===== src/rtl/hpu_pkg.sv =====
// Shared types for the HPU LSU data-memory arbiter: requester source, arbiter
// state and tag-FIFO entry layout.
package hpu_pkg;

  typedef enum logic {
    SRC_LD   = 1'b0,
    SRC_ATOM = 1'b1
  } dmem_src_e;

  typedef enum logic [1:0] {
    IDLE      = 2'd0,
    ATOM_RD   = 2'd1,
    ATOM_WAIT = 2'd2,
    ATOM_WR   = 2'd3
  } dmem_arb_state_e;

  typedef struct packed {
    dmem_src_e src;
    logic      discard;
  } dmem_tag_t;

endpackage


===== src/rtl/hpu_lsu_dmem_tag_fifo.sv =====
// In-order tag FIFO for outstanding data-memory reads. Flush marks every held
// entry as discard so its response is popped but not delivered.
module hpu_lsu_dmem_tag_fifo
  import hpu_pkg::*;
#(
  parameter int DEPTH = 4
) (
  input  logic      clk_i,
  input  logic      rst_i,
  input  logic      push,
  input  dmem_src_e push_src,
  input  logic      pop,
  input  logic      flush,
  output dmem_tag_t head,
  output logic      full,
  output logic      empty
);

  localparam int PTR_W = $clog2(DEPTH);
  localparam int CNT_W = PTR_W + 1;

  dmem_tag_t        mem_q [DEPTH];
  logic [PTR_W-1:0] wr_q, rd_q;
  logic [CNT_W-1:0] cnt_q;
  logic             do_push, do_pop;

  assign full    = (cnt_q == CNT_W'(DEPTH));
  assign empty   = (cnt_q == '0);
  assign head    = mem_q[rd_q];
  // A push into a full FIFO is only legal alongside a pop.
  assign do_pop  = pop && !empty;
  assign do_push = push && (!full || do_pop);

  always_ff @(posedge clk_i) begin
    if (rst_i) begin
      wr_q  <= '0;
      rd_q  <= '0;
      cnt_q <= '0;
      for (int i = 0; i < DEPTH; i++) mem_q[i] <= '0;
    end else begin
      if (flush)
        for (int i = 0; i < DEPTH; i++) mem_q[i].discard <= 1'b1;
      if (do_push) begin
        mem_q[wr_q].src     <= push_src;
        mem_q[wr_q].discard <= flush;
        wr_q                <= wr_q + PTR_W'(1);
      end
      if (do_pop) rd_q <= rd_q + PTR_W'(1);
      case ({do_push, do_pop})
        2'b10:   cnt_q <= cnt_q + CNT_W'(1);
        2'b01:   cnt_q <= cnt_q - CNT_W'(1);
        default: cnt_q <= cnt_q;
      endcase
    end
  end

endmodule


===== src/rtl/hpu_lsu_dmem_arb.sv =====
// Shared data-memory port arbiter for LSU loads, store drain and atomic RMW.
// Optional perf counters: define HPU_LSU_DMEM_ARB_PERF_EN.
module hpu_lsu_dmem_arb
  import hpu_pkg::*;
#(
  parameter int ADDR_WTH      = 32,
  parameter int DATA_WTH      = 32,
  parameter int MAX_OUTST     = 4,
  parameter int ST_STARVE_MAX = 8
) (
  input  logic                  clk_i,
  input  logic                  rst_i,
  input  logic                  flush_en_i,
  input  logic                  ld_req_i,
  input  logic [ADDR_WTH-1:0]   ld_addr_i,
  output logic                  ld_gnt_o,
  output logic                  ld_rvalid_o,
  output logic [DATA_WTH-1:0]   ld_rdata_o,
  input  logic                  st_req_i,
  input  logic [ADDR_WTH-1:0]   st_addr_i,
  input  logic [DATA_WTH-1:0]   st_wdata_i,
  input  logic [DATA_WTH/8-1:0] st_wstrb_i,
  output logic                  st_gnt_o,
  input  logic                  atom_req_i,
  input  logic [ADDR_WTH-1:0]   atom_addr_i,
  output logic                  atom_gnt_o,
  output logic                  atom_rvalid_o,
  output logic [DATA_WTH-1:0]   atom_rdata_o,
  input  logic                  atom_wvalid_i,
  input  logic [DATA_WTH-1:0]   atom_wdata_i,
  output logic                  atom_wdone_o,
  output logic                  mem_req_o,
  output logic                  mem_we_o,
  output logic [ADDR_WTH-1:0]   mem_addr_o,
  output logic [DATA_WTH-1:0]   mem_wdata_o,
  output logic [DATA_WTH/8-1:0] mem_wstrb_o,
  input  logic                  mem_ready_i,
  input  logic                  mem_rvalid_i,
  input  logic [DATA_WTH-1:0]   mem_rdata_i,
  output logic                  busy_o
`ifdef HPU_LSU_DMEM_ARB_PERF_EN
  ,
  output logic [31:0]           perf_st_starve_cnt_o,
  output logic [31:0]           perf_rd_full_stall_cnt_o
`endif
);

  localparam int SC_W = $clog2(ST_STARVE_MAX + 1);

  dmem_arb_state_e     state_q, state_d;
  logic [SC_W-1:0]     starve_q;
  logic [ADDR_WTH-1:0] atom_addr_q;
  logic                sel_ld, sel_st, sel_at_rd, sel_at_wr;
  logic                st_starved, rd_ok;
  logic                fifo_full, fifo_empty, fifo_pop, hd_disc, rsp_ld, rsp_at;
  dmem_tag_t           fifo_head;

  assign st_starved = (starve_q == SC_W'(ST_STARVE_MAX));
  // A response popping this cycle frees the slot a new read would take.
  assign rd_ok      = !fifo_full || mem_rvalid_i;

  assign fifo_pop = mem_rvalid_i && !fifo_empty && !rst_i;
  assign hd_disc  = fifo_head.discard || flush_en_i;
  assign rsp_ld   = fifo_pop && (fifo_head.src == SRC_LD);
  assign rsp_at   = fifo_pop && (fifo_head.src == SRC_ATOM);

  always_comb begin
    state_d     = state_q;
    sel_ld      = 1'b0;
    sel_st      = 1'b0;
    sel_at_rd   = 1'b0;
    sel_at_wr   = 1'b0;
    mem_we_o    = 1'b0;
    mem_addr_o  = '0;
    mem_wdata_o = '0;
    mem_wstrb_o = '0;
    if (!rst_i) begin
      case (state_q)
        IDLE: begin
          if (st_req_i && st_starved)           sel_st  = 1'b1;
          else if (atom_req_i && !flush_en_i)   state_d = ATOM_RD;
          else if (ld_req_i && !flush_en_i && rd_ok) sel_ld = 1'b1;
          else if (st_req_i)                    sel_st  = 1'b1;
        end
        ATOM_RD: begin
          if (flush_en_i) state_d = IDLE;
          else if (rd_ok) begin
            sel_at_rd = 1'b1;
            if (mem_ready_i) state_d = ATOM_WAIT;
          end
        end
        ATOM_WAIT: begin
          if (rsp_at) state_d = hd_disc ? IDLE : ATOM_WR;
        end
        ATOM_WR: begin
          if (flush_en_i) state_d = IDLE;
          else if (atom_wvalid_i) begin
            sel_at_wr = 1'b1;
            if (mem_ready_i) state_d = IDLE;
          end
        end
        default: state_d = IDLE;
      endcase
    end
    if (sel_ld) mem_addr_o = ld_addr_i;
    if (sel_at_rd) mem_addr_o = atom_addr_i;
    if (sel_st) begin
      mem_we_o    = 1'b1;
      mem_addr_o  = st_addr_i;
      mem_wdata_o = st_wdata_i;
      mem_wstrb_o = st_wstrb_i;
    end
    if (sel_at_wr) begin
      mem_we_o    = 1'b1;
      mem_addr_o  = atom_addr_q;
      mem_wdata_o = atom_wdata_i;
      mem_wstrb_o = '1;
    end
  end

  assign mem_req_o    = sel_ld || sel_st || sel_at_rd || sel_at_wr;
  assign ld_gnt_o     = sel_ld && mem_ready_i;
  assign st_gnt_o     = sel_st && mem_ready_i;
  assign atom_gnt_o   = sel_at_rd && mem_ready_i;
  assign atom_wdone_o = sel_at_wr && mem_ready_i;

  assign ld_rvalid_o   = rsp_ld && !hd_disc;
  assign atom_rvalid_o = rsp_at && !hd_disc;
  assign ld_rdata_o    = ld_rvalid_o ? mem_rdata_i : '0;
  assign atom_rdata_o  = atom_rvalid_o ? mem_rdata_i : '0;
  assign busy_o        = !rst_i && ((state_q != IDLE) || !fifo_empty);

  always_ff @(posedge clk_i) begin
    if (rst_i) begin
      state_q     <= IDLE;
      starve_q    <= '0;
      atom_addr_q <= '0;
    end else begin
      state_q <= state_d;
      if (st_gnt_o)                        starve_q <= '0;
      else if (st_req_i && !st_starved)    starve_q <= starve_q + SC_W'(1);
      if (atom_gnt_o) atom_addr_q <= atom_addr_i;
    end
  end

  hpu_lsu_dmem_tag_fifo #(.DEPTH(MAX_OUTST)) u_tag_fifo (
    .clk_i    (clk_i),
    .rst_i    (rst_i),
    .push     (ld_gnt_o || atom_gnt_o),
    .push_src (atom_gnt_o ? SRC_ATOM : SRC_LD),
    .pop      (fifo_pop),
    .flush    (flush_en_i),
    .head     (fifo_head),
    .full     (fifo_full),
    .empty    (fifo_empty)
  );

`ifdef HPU_LSU_DMEM_ARB_PERF_EN
  logic rd_want;
  assign rd_want = !rst_i && !flush_en_i &&
                   (((state_q == IDLE) && ld_req_i && !atom_req_i && !(st_req_i && st_starved)) ||
                    (state_q == ATOM_RD));

  always_ff @(posedge clk_i) begin
    if (rst_i) begin
      perf_st_starve_cnt_o     <= '0;
      perf_rd_full_stall_cnt_o <= '0;
    end else begin
      if (st_req_i && st_starved && (perf_st_starve_cnt_o != '1))
        perf_st_starve_cnt_o <= perf_st_starve_cnt_o + 32'd1;
      if (rd_want && !rd_ok && (perf_rd_full_stall_cnt_o != '1))
        perf_rd_full_stall_cnt_o <= perf_rd_full_stall_cnt_o + 32'd1;
    end
  end
`endif

endmodule

===== config.mk =====
export PLATFORM = sky130hd
export DESIGN_NAME = hpu_lsu_dmem_arb
export DESIGN_NICKNAME = d
export VERILOG_FILES = /design/src/rtl/hpu_pkg.sv /design/src/rtl/hpu_lsu_dmem_tag_fifo.sv /design/src/rtl/hpu_lsu_dmem_arb.sv
export SDC_FILE = /design/constraint.sdc
export NUM_CORES = 1
export LEC_CHECK = 0
export CAP_MARGIN = 10
export CORE_AREA = 5 5 130 132
export DETAILED_ROUTE_END_ITERATION = 8
export DIE_AREA = 0 0 135 137
export MAX_ROUTING_LAYER = met4
export PLACE_DENSITY = 0.65
export SYNTH_ARGS = -nofsm -noshare
export SYNTH_HDL_FRONTEND = slang
export SYNTH_HIERARCHICAL = 1
export SYNTH_SLANG_ARGS = --single-unit

===== constraint.sdc =====
create_clock -name clk_i -period 7.46 [get_ports clk_i]
set_input_delay 1.492 -clock clk_i [delete_from_list [all_inputs] [get_ports clk_i]]
set_output_delay 1.492 -clock clk_i [all_outputs]
set_load 0.02 [all_outputs]

==> results of run 1 <==
## power groups by stage
stage	sequential, mW	combinational [mW]	clock (mW)
final	0.308	0.250	0.296
after global routing	0.309	0.264	0.318
after CTS	0.308	0.252	0.304
after detailed placement	0.315	0.251	0
after global placement	0.314	0.247	0
after floorplan	0.314	0.0837	0
## final cells by class
cell class	count	area (um^2)
fill	1482	7820
timing repair buffer	353	3540
multi-input combinational	367	2560
sequential	55	1150
tap	216	270
clock buffer	6	129
clock inverter	2	60.1
inverter	14	52.6
antenna	6	15.0
## critical path: stages
cell and delay (ns):
clkdlybuf4s50_1 0.61, nor2_2 0.25, nand4_1 0.16, a21oi_4 0.86
a221o_1 0.32, clkdlybuf4s50_1 0.66
## metal layers
layer	global-route usage, %	part of all wire [%]	wire length (um)
met1	21.7	38	7470
met2	36.2	54	10600
met3	3.57	6.4	1260
met4	6.66	2.2	444
met5	-	0	0
## cells in the mapped netlist (all sizes together), types with 2 or more instances
| master | instances |
|---|---|
| a211o | 3 |
| a211oi | 5 |
| a21o | 10 |
| a21oi | 41 |
| a221o | 32 |
| a22o | 64 |
| a311oi | 3 |
| and2 | 72 |
| and3 | 3 |
| buf | 26 |
| clkbuf | 17 |
| dfxtp | 50 |
| edfxtp | 5 |
| ha | 7 |
| inv | 14 |
| mux4 | 2 |
| nand2 | 68 |
| nand2b | 4 |
| nand3 | 3 |
| nand4 | 3 |
| nor2 | 13 |
| nor2b | 4 |
| nor3 | 3 |
| o21ai | 4 |
| or2 | 2 |
| or3 | 2 |
| xor2 | 4 |
## registers in the layout (all words and copies together), names as in the netlist, named ones only
signal	flops
starve_q	4
u_tag_fifo/cnt_q	3
u_tag_fifo/mem_q	8
u_tag_fifo/rd_q	2
state_q	2
u_tag_fifo/wr_q	2
atom_addr_q	32
## final timing paths
| path | from | end | slack, ns | depth (start not counted) |
|---|---|---|---|---|
| max | flush_en_i | mem_addr_o[28] | 1.59 | 6 |
| min | atom_addr_q[31] | atom_addr_q[31] | 0.46 | 2 |
| max reg2reg | u_tag_fifo/cnt_q[0] | u_tag_fifo/cnt_q[2] | 3.93 | 14 |
| min reg2reg | atom_addr_q[31] | atom_addr_q[31] | 0.46 | 2 |
## cell families after synthesis
family / after synthesis / synth area share (%)
and+or+nand+nor: 183 / 25.1
AOI/OAI and AO/OA: 168 / 33.4
buffers and inverters: 57 / 7.35
DFF: 55 / 28.9
adders and majority gates: 8 / 2.70
xor gates and xnor gates: 5 / 1.10
muxes: 3 / 1.38
## metrics by stage
stage	instances	setup slack (ns)	total power, mW	cell area, um^2	util, %
after floorplan	479	3.26	0.397	3980	-
after global placement	1003	1.64	0.561	7550	48.4
after detailed placement	1003	1.52	0.565	7550	48.4
after CTS	1011	1.51	0.864	7740	49.6
after global routing	1019	1.44	0.891	7780	49.9
final	1019	1.59	0.855	7780	49.9
==> results_dict.tcl, run 1 <==
set metrics [dict create \
    grt_usage_pct 19.8 \
    synthFlopType "dfxtp_1" \
    drt-initial-drc-count 254 \
    cts-buffers-inserted 5 \
    grt_pass1_vias 4893 \
    portBuffers 345 \
    pwr-share-seq_pct 36.0 \
    cts_root_buf "clkbuf_16" \
    syn_area_per_cell_um2 8.32 \
    worstSkewPairLatency_ns 0.28 \
    setup_viol 0 \
    route.antenna.remaining_nets 0 \
    postCtsHoldBufs 0 \
    most-common-layout-cells "344 x clkdlybuf4s50_1, 71 x and2_1, 68 x nand2_1, 64 x a22o_1, 50 x dfxtp_1" \
    ys_async_sr_fraction_pct 0 \
    tns_ns 0 \
    cap_violations 0 \
    hpwl_um 15900 \
    power.switching_uw 204 \
    ys_ff_latch 55 \
    synth_nets 692 \
    syn_area_um2 3980 \
    final_common_cell "clkdlybuf4s50_1" \
    cp.required_ns 5.97 \
    fmax_mhz 170 \
    grt_pass1_wl_um 28200 \
    period_needed_ns 5.87 \
    maxSlewViolCount 0 \
    cts_tree "yes" \
    vdd_ir_drop_max_v 0.0000867 \
    nets 1009 \
    die_w_um 135 \
    drive_gt1_share_pct 4.14 \
    swShare_pct 23.9 \
    synth_warnings 6 \
    hold_slack_ns 0.455 \
    rows 46 \
    grt-ovfl-total 0 \
    synth_edf_count 5 \
    drcViolationCount 0 \
    clock_path_buffers 2 \
    hold_class "flip-flop to flip-flop" \
    critPathKind "input port to output port" \
    hold_viol 0 \
    vias 4932 \
    synth_top_area_share_pct 25.1 \
    viasPerCell 4.84 \
    drt-pass1-iter-count 5 \
    synth_cell_types 50 \
    cp-end-kind "output port" \
    yosysSeqAreaShare_pct 28.9 \
    p_clk_share_pct 34.7 \
    fp.dieH_um 137 \
    cts.sinks 55 \
    p_leak_nw 2.86 \
    clock_skew_ns 0.00444 \
    wl_per_cell_um 19.4 \
    status "completed" \
    crit_fanout 35 \
    cellInternalPower_uw 650 \
    htree_num_levels 2 \
    antenna_found_initial 6 \
    syn_inst 479 \
    gp_congestion 0.922 \
    grt_start_max_net_pins 76 \
    synthTopCellsByArea "dfxtp_1 25%, a22o_1 14%, and2_1 11%" \
    die_area_um2 18500 \
    startpoint_type "input port" \
    period_share_pct 78.6 \
    pin_count 346 \
    yosysTopAreaCell "dfxtp_1" \
    worst_pin_slew_ns 1.11 \
    syn2layout_area_growth_pct 95.2 \
    cp.arrival_ns 4.37 \
    combPwrFrac_pct 29.3 \
    start_util_pct 25.5 \
    routed_wl_um 19700 \
    powerDensity_nw_per_um2 110 \
    slew_headroom_pct 25.8 \
    clk_pin_slew_ns 0.07 \
    postCtsSetupRepairBufs 0 \
    rsz0062_at_grt "no" \
    core-area_um2 15600 \
    ctsResizeCount 0 \
]
Note: power is estimated with default switching activity, not from simulation.
==> run 2: changes to the inputs <==
- CORE_AREA: 5 5 130 132 -> 5 5 132 134
- DIE_AREA: 0 0 135 137 -> 0 0 137 139
- PLACE_DENSITY: 0.65 -> 0.63
- clock period: 7.46 -> 5.8 ns (I/O delays scaled with it)
==> results_dict.tcl, run 2 (same netlist as run 1, synthesis figures left out) <==
set metrics [dict create \
    most-common-layout-cells "344 x clkdlybuf4s50_1, 71 x and2_1, 68 x nand2_1, 64 x a22o_1, 50 x dfxtp_1" \
    dpl_cell_area_um2 7590 \
    die_w_um 137 \
    core-area_um2 16200 \
    tns_ns 0 \
    cts-buffers-inserted 5 \
    combPwrFrac_pct 30.0 \
    cap_violations 0 \
    pwr-share-seq_pct 36.7 \
    ctsResizeCount 0 \
    grt_start_max_net_pins 44 \
    cellInternalPower_uw 807 \
    grt-ovfl-total 0 \
    start_util_pct 24.6 \
    fin_area_um2 7770 \
    top_register "atom_addr_q" \
    viasPerCell 4.89 \
    largest_reg_flops 32 \
    routed_wl_um 20400 \
    pin_count 346 \
    seqCellArea_um2 1150 \
    p_leak_nw 2.88 \
    final_common_cell "clkdlybuf4s50_1" \
    drt-pass1-iter-count 4 \
    clk_pin_slew_ns 0.07 \
    period_needed_ns 5.15 \
    powerDensity_nw_per_um2 139 \
    drt-initial-drc-count 249 \
    vdd_ir_drop_max_v 0.000119 \
    syn2layout_area_growth_pct 95.1 \
    cp.arrival_ns 3.99 \
    postCtsSetupRepairBufs 0 \
    hold_class "flip-flop to flip-flop" \
    setup_viol 0 \
    cts_root_buf "clkbuf_16" \
    worst_pin_slew_ns 0.626 \
    hpwl_um 16600 \
    fp.dieH_um 139 \
    swShare_pct 25.3 \
    wl_met1_um 7460 \
    top_regs "atom_addr_q (32), u_tag_fifo/mem_q (8), starve_q (4)" \
    period_share_pct 88.8 \
    slew_headroom_pct 58.3 \
    wl_per_cell_um 19.9 \
    route.antenna.remaining_nets 0 \
    grt_pass1_vias 4969 \
    hold_slack_ns 0.454 \
    finalPower_mw 1.08 \
    startpoint_type "input port" \
    htree_num_levels 2 \
    fin_util_pct 48.1 \
    clock_skew_ns 0.00811 \
    portBuffers 345 \
    cts.sinks 55 \
    maxSlewViolCount 0 \
    antenna_found_initial 3 \
    rsz0062_at_grt "no" \
    worstSkewPairLatency_ns 0.29 \
    hold_viol 0 \
    cts_tree "yes" \
    gp_congestion 0.921 \
    cp.required_ns 4.64 \
    rows 47 \
    cp-end-kind "output port" \
    power.switching_uw 273 \
    vias 5004 \
    wl_met3_um 1560 \
    routed-wl-met2_um 11000 \
    p_clk_share_pct 33.3 \
    drive_gt1_share_pct 4.74 \
    critPathKind "input port to output port" \
    drcViolationCount 0 \
    grt_usage_pct 20.6 \
    nets 1013 \
    status "completed" \
    die_area_um2 19000 \
    fill_cells 1547 \
    clock_path_buffers 2 \
    multiInputGateArea_um2 2560 \
    grt_pass1_wl_um 29900 \
    top_layer_used "met4" \
    crit_fanout 43 \
    fmax_mhz 194 \
    postCtsHoldBufs 0 \
]
[run 2: changes by cell type in the layout (fill, tap and decap cells not counted)]
cell / previous run / this run
buf_4: 4 / 11
diode_2: 6 / 3
buf_6: 2 / 0
buf_12: 2 / 1
bufinv_16: 2 / 1
clkbuf_1: 1 / 0
clkbuf_8: 0 / 1
inv_6: 0 / 1
[run 2: power by group through the flow]
stage | registers (mW) | logic [mW] | clock network [mW]
6_report | 0.396 | 0.324 | 0.360
2_1_floorplan | 0.403 | 0.108 | 0
3_3_place_gp | 0.404 | 0.320 | 0
4_1_cts | 0.396 | 0.326 | 0.371
3_5_place_dp | 0.405 | 0.325 | 0
5_1_grt | 0.397 | 0.344 | 0.388
[run 2: through the flow]
stage,worst slack [ns],cells
after floorplan,2.26,479
after CTS,0.626,1021
after detailed placement,0.625,1013
after global placement,0.728,1013
final,0.649,1024
after global routing,0.423,1024
[run 2: layout make-up]
type,count,share of cell area [%]
Clock buffer,6,1.79
Timing Repair Buffer,357,45.7
Inverter,14,0.676
Clock inverter,2,0.499
Sequential cell,55,14.8
Antenna cell,3,0.0966
Tap cell,220,3.54
Multi-Input combinational cell,367,32.9
[run 2: routing by layer]
layer,vias to the layer above,track usage [%]
li1,2395,-
met1,2375,22.2
met2,210,37.6
met3,24,4.06
met4,0,6.14
met5,-,-
[run 2: critical path, cell delays in order]
cell	delay (ns)
clkdlybuf4s50_1	0.72
nand2b_1	0.16
o221ai_1	0.15
a21oi_4	0.46
buf_4	0.47
a221o_1	0.23
clkdlybuf4s50_1	0.61
[run 2: final timing paths]
kind	from	to	slack (ns)	depth (start not counted)
worst max-delay path	flush_en_i	mem_addr_o[2]	0.65	7
worst min-delay path	atom_addr_q[18]	atom_addr_q[18]	0.45	2
worst max register to register	u_tag_fifo/cnt_q[1]	u_tag_fifo/cnt_q[2]	2.47	12
worst min register to register	atom_addr_q[18]	atom_addr_q[18]	0.45	2
==> run 3: changes to the inputs <==
- CORE_AREA: 5 5 132 134 -> default
- CORE_ASPECT_RATIO: default -> 0.5
- CORE_MARGIN: default -> 5
- CORE_UTILIZATION: default -> 32
- DIE_AREA: 0 0 137 139 -> default
- PLACE_DENSITY: 0.63 -> 0.86
==> results_dict.tcl, run 3 (same netlist as run 1, synthesis figures left out) <==
set metrics [dict create \
    status "completed" \
    fmax_mhz 197 \
    dpl_cell_area_um2 7560 \
    reg2reg_depth 12 \
    postCtsSetupRepairBufs 0 \
    hold_slack_ns 0.454 \
    drt-pass1-iter-count 4 \
    most-common-layout-cells "344 x clkdlybuf4s50_1, 71 x and2_1, 68 x nand2_1, 64 x a22o_1, 50 x dfxtp_1" \
    cts-buffers-inserted 5 \
    worstHoldStart "atom_addr_q[21]" \
    drt-initial-drc-count 418 \
    die_w_um 168 \
    cap_violations 0 \
    setup_viol 0 \
    antenna-diode-count 0 \
    nets 1015 \
    ctsResizeCount 0 \
    clk_pin_slew_ns 0.06 \
    htree_num_levels 2 \
    drcViolationCount 0 \
    worst_pin_slew_ns 0.656 \
    crit_family "buffers and inverters" \
    min_to "atom_addr_q[21]" \
    final_common_cell "clkdlybuf4s50_1" \
    grt-ovfl-total 0 \
    pin_count 346 \
    top_regs "atom_addr_q (32), u_tag_fifo/mem_q (8), starve_q (4)" \
    worst_path_most_repeated_cell "clkdlybuf4s50_1" \
    startpoint_type "input port" \
    hold_class "flip-flop to flip-flop" \
    period_share_pct 87.6 \
    fin_util_pct 64.4 \
    p_leak_nw 2.88 \
    tns_ns 0 \
    route.antenna.remaining_nets 0 \
    rsz0062_at_grt "no" \
    gp_congestion 0.897 \
    numPlacedInstances 960 \
    clock_path_buffers 2 \
    path_buf_inv 3 \
    slowest_delay_ns 0.62 \
    cp-end-kind "output port" \
    cts.sinks 55 \
    crit_fanout 42 \
    routed_wl_um 18400 \
    rows 28 \
    r2r_start "u_tag_fifo/cnt_q[1]" \
    top_register "atom_addr_q" \
    r2r_end "u_tag_fifo/cnt_q[2]" \
    cpMaxStageDelayCell "clkdlybuf4s50_1" \
    core-area_um2 12000 \
    cts_root_buf "clkbuf_16" \
    syn2layout_area_growth_pct 93.7 \
    wl_per_cell_um 19.0 \
    drive_gt1_share_pct 4.86 \
    crit_chain "clkdlybuf4s50_1, or2_4, nor3_4, buf_12, a22o_1, a221o_1, clkdlybuf4s50_1" \
    largest_reg_flops 32 \
    powerDensity_nw_per_um2 134 \
    viasPerCell 5.22 \
    die_area_um2 14900 \
    slew_headroom_pct 56.1 \
    hpwl_um 14800 \
    holdPathStages 2 \
    grt_usage_pct 22.6 \
    cp.arrival_ns 3.92 \
    grt_pass1_vias 4930 \
    clock_skew_ns 0.0128 \
    hold_viol 0 \
    instances_no_fill 968 \
    portBuffers 345 \
    grt_pass1_wl_um 26500 \
    start_util_pct 33.2 \
    cp.required_ns 4.64 \
    period_needed_ns 5.08 \
    postCtsHoldBufs 0 \
    critPathKind "input port to output port" \
    cts_tree "yes" \
    worstSkewPairLatency_ns 0.29 \
    fp.dieH_um 88.9 \
    fin_area_um2 7720 \
    r2r_slack_ns 2.37 \
    antenna_found_initial 0 \
    vdd_ir_drop_max_v 0.000163 \
    grt_start_max_net_pins 59 \
    maxSlewViolCount 0 \
    vias 5049 \
]
-- run 3: through the flow --
stage	setup slack, ns	power [mW]
global route	0.580	1.07
global placement	0.799	0.724
CTS	0.723	1.04
floorplan	2.26	0.511
finish	0.720	1.03
detailed placement	0.728	0.729
-- run 3: worst reg2reg max path: stages, from the launching register on --
cell      delay (ns)
dfxtp_1         0.34
nor3_1          0.44
nand2b_1        0.31
nor2_1          0.15
or4b_4          0.58
and2_4          0.22
inv_1           0.07
ha_1            0.19
inv_1           0.07
fa_1            0.37
xor2_1          0.16
or3_1           0.32
a21oi_1         0.15
-- run 3: power breakdown --
part           leakage [nW]  switching, mW  total, mW  internal, mW
clock                0.0741          0.136      0.309         0.173
sequential            0.457        0.00535      0.396         0.391
combinational          2.35          0.125      0.326         0.201
total                  2.88          0.266       1.03         0.765
-- run 3: metal layers --
| metal | vias up | share of wire (%) | global-route usage, % |
|---|---|---|---|
| met2 | 206 | 51 | 39.3 |
| met5 | - | 0 | - |
| met4 | 0 | 1.9 | 5.67 |
| li1 | 2394 | - | - |
| met1 | 2419 | 40 | 28.1 |
| met3 | 30 | 6.5 | 3.45 |
-- run 3: worst max-delay path by stage --
stage	cells past startpoint	slack, ns	endpoint	start
floorplan	4	2.26	ld_rdata_o[22]	flush_en_i
global placement	7	0.80	mem_addr_o[30]	flush_en_i
detailed placement	7	0.73	mem_addr_o[0]	flush_en_i
CTS	7	0.72	mem_addr_o[1]	flush_en_i
global route	7	0.58	mem_addr_o[30]	flush_en_i
finish	7	0.72	mem_addr_o[1]	flush_en_i
-- run 3: layout make-up --
cell class                      instances  area, um^2
Clock buffer                            7         143
Clock inverter                          1        8.76
Fill cell                            1029        4270
Inverter                               14        52.6
Multi-Input combinational cell        367        2550
Sequential cell                        55        1150
Tap cell                              165         206
Timing Repair Buffer                  359        3600
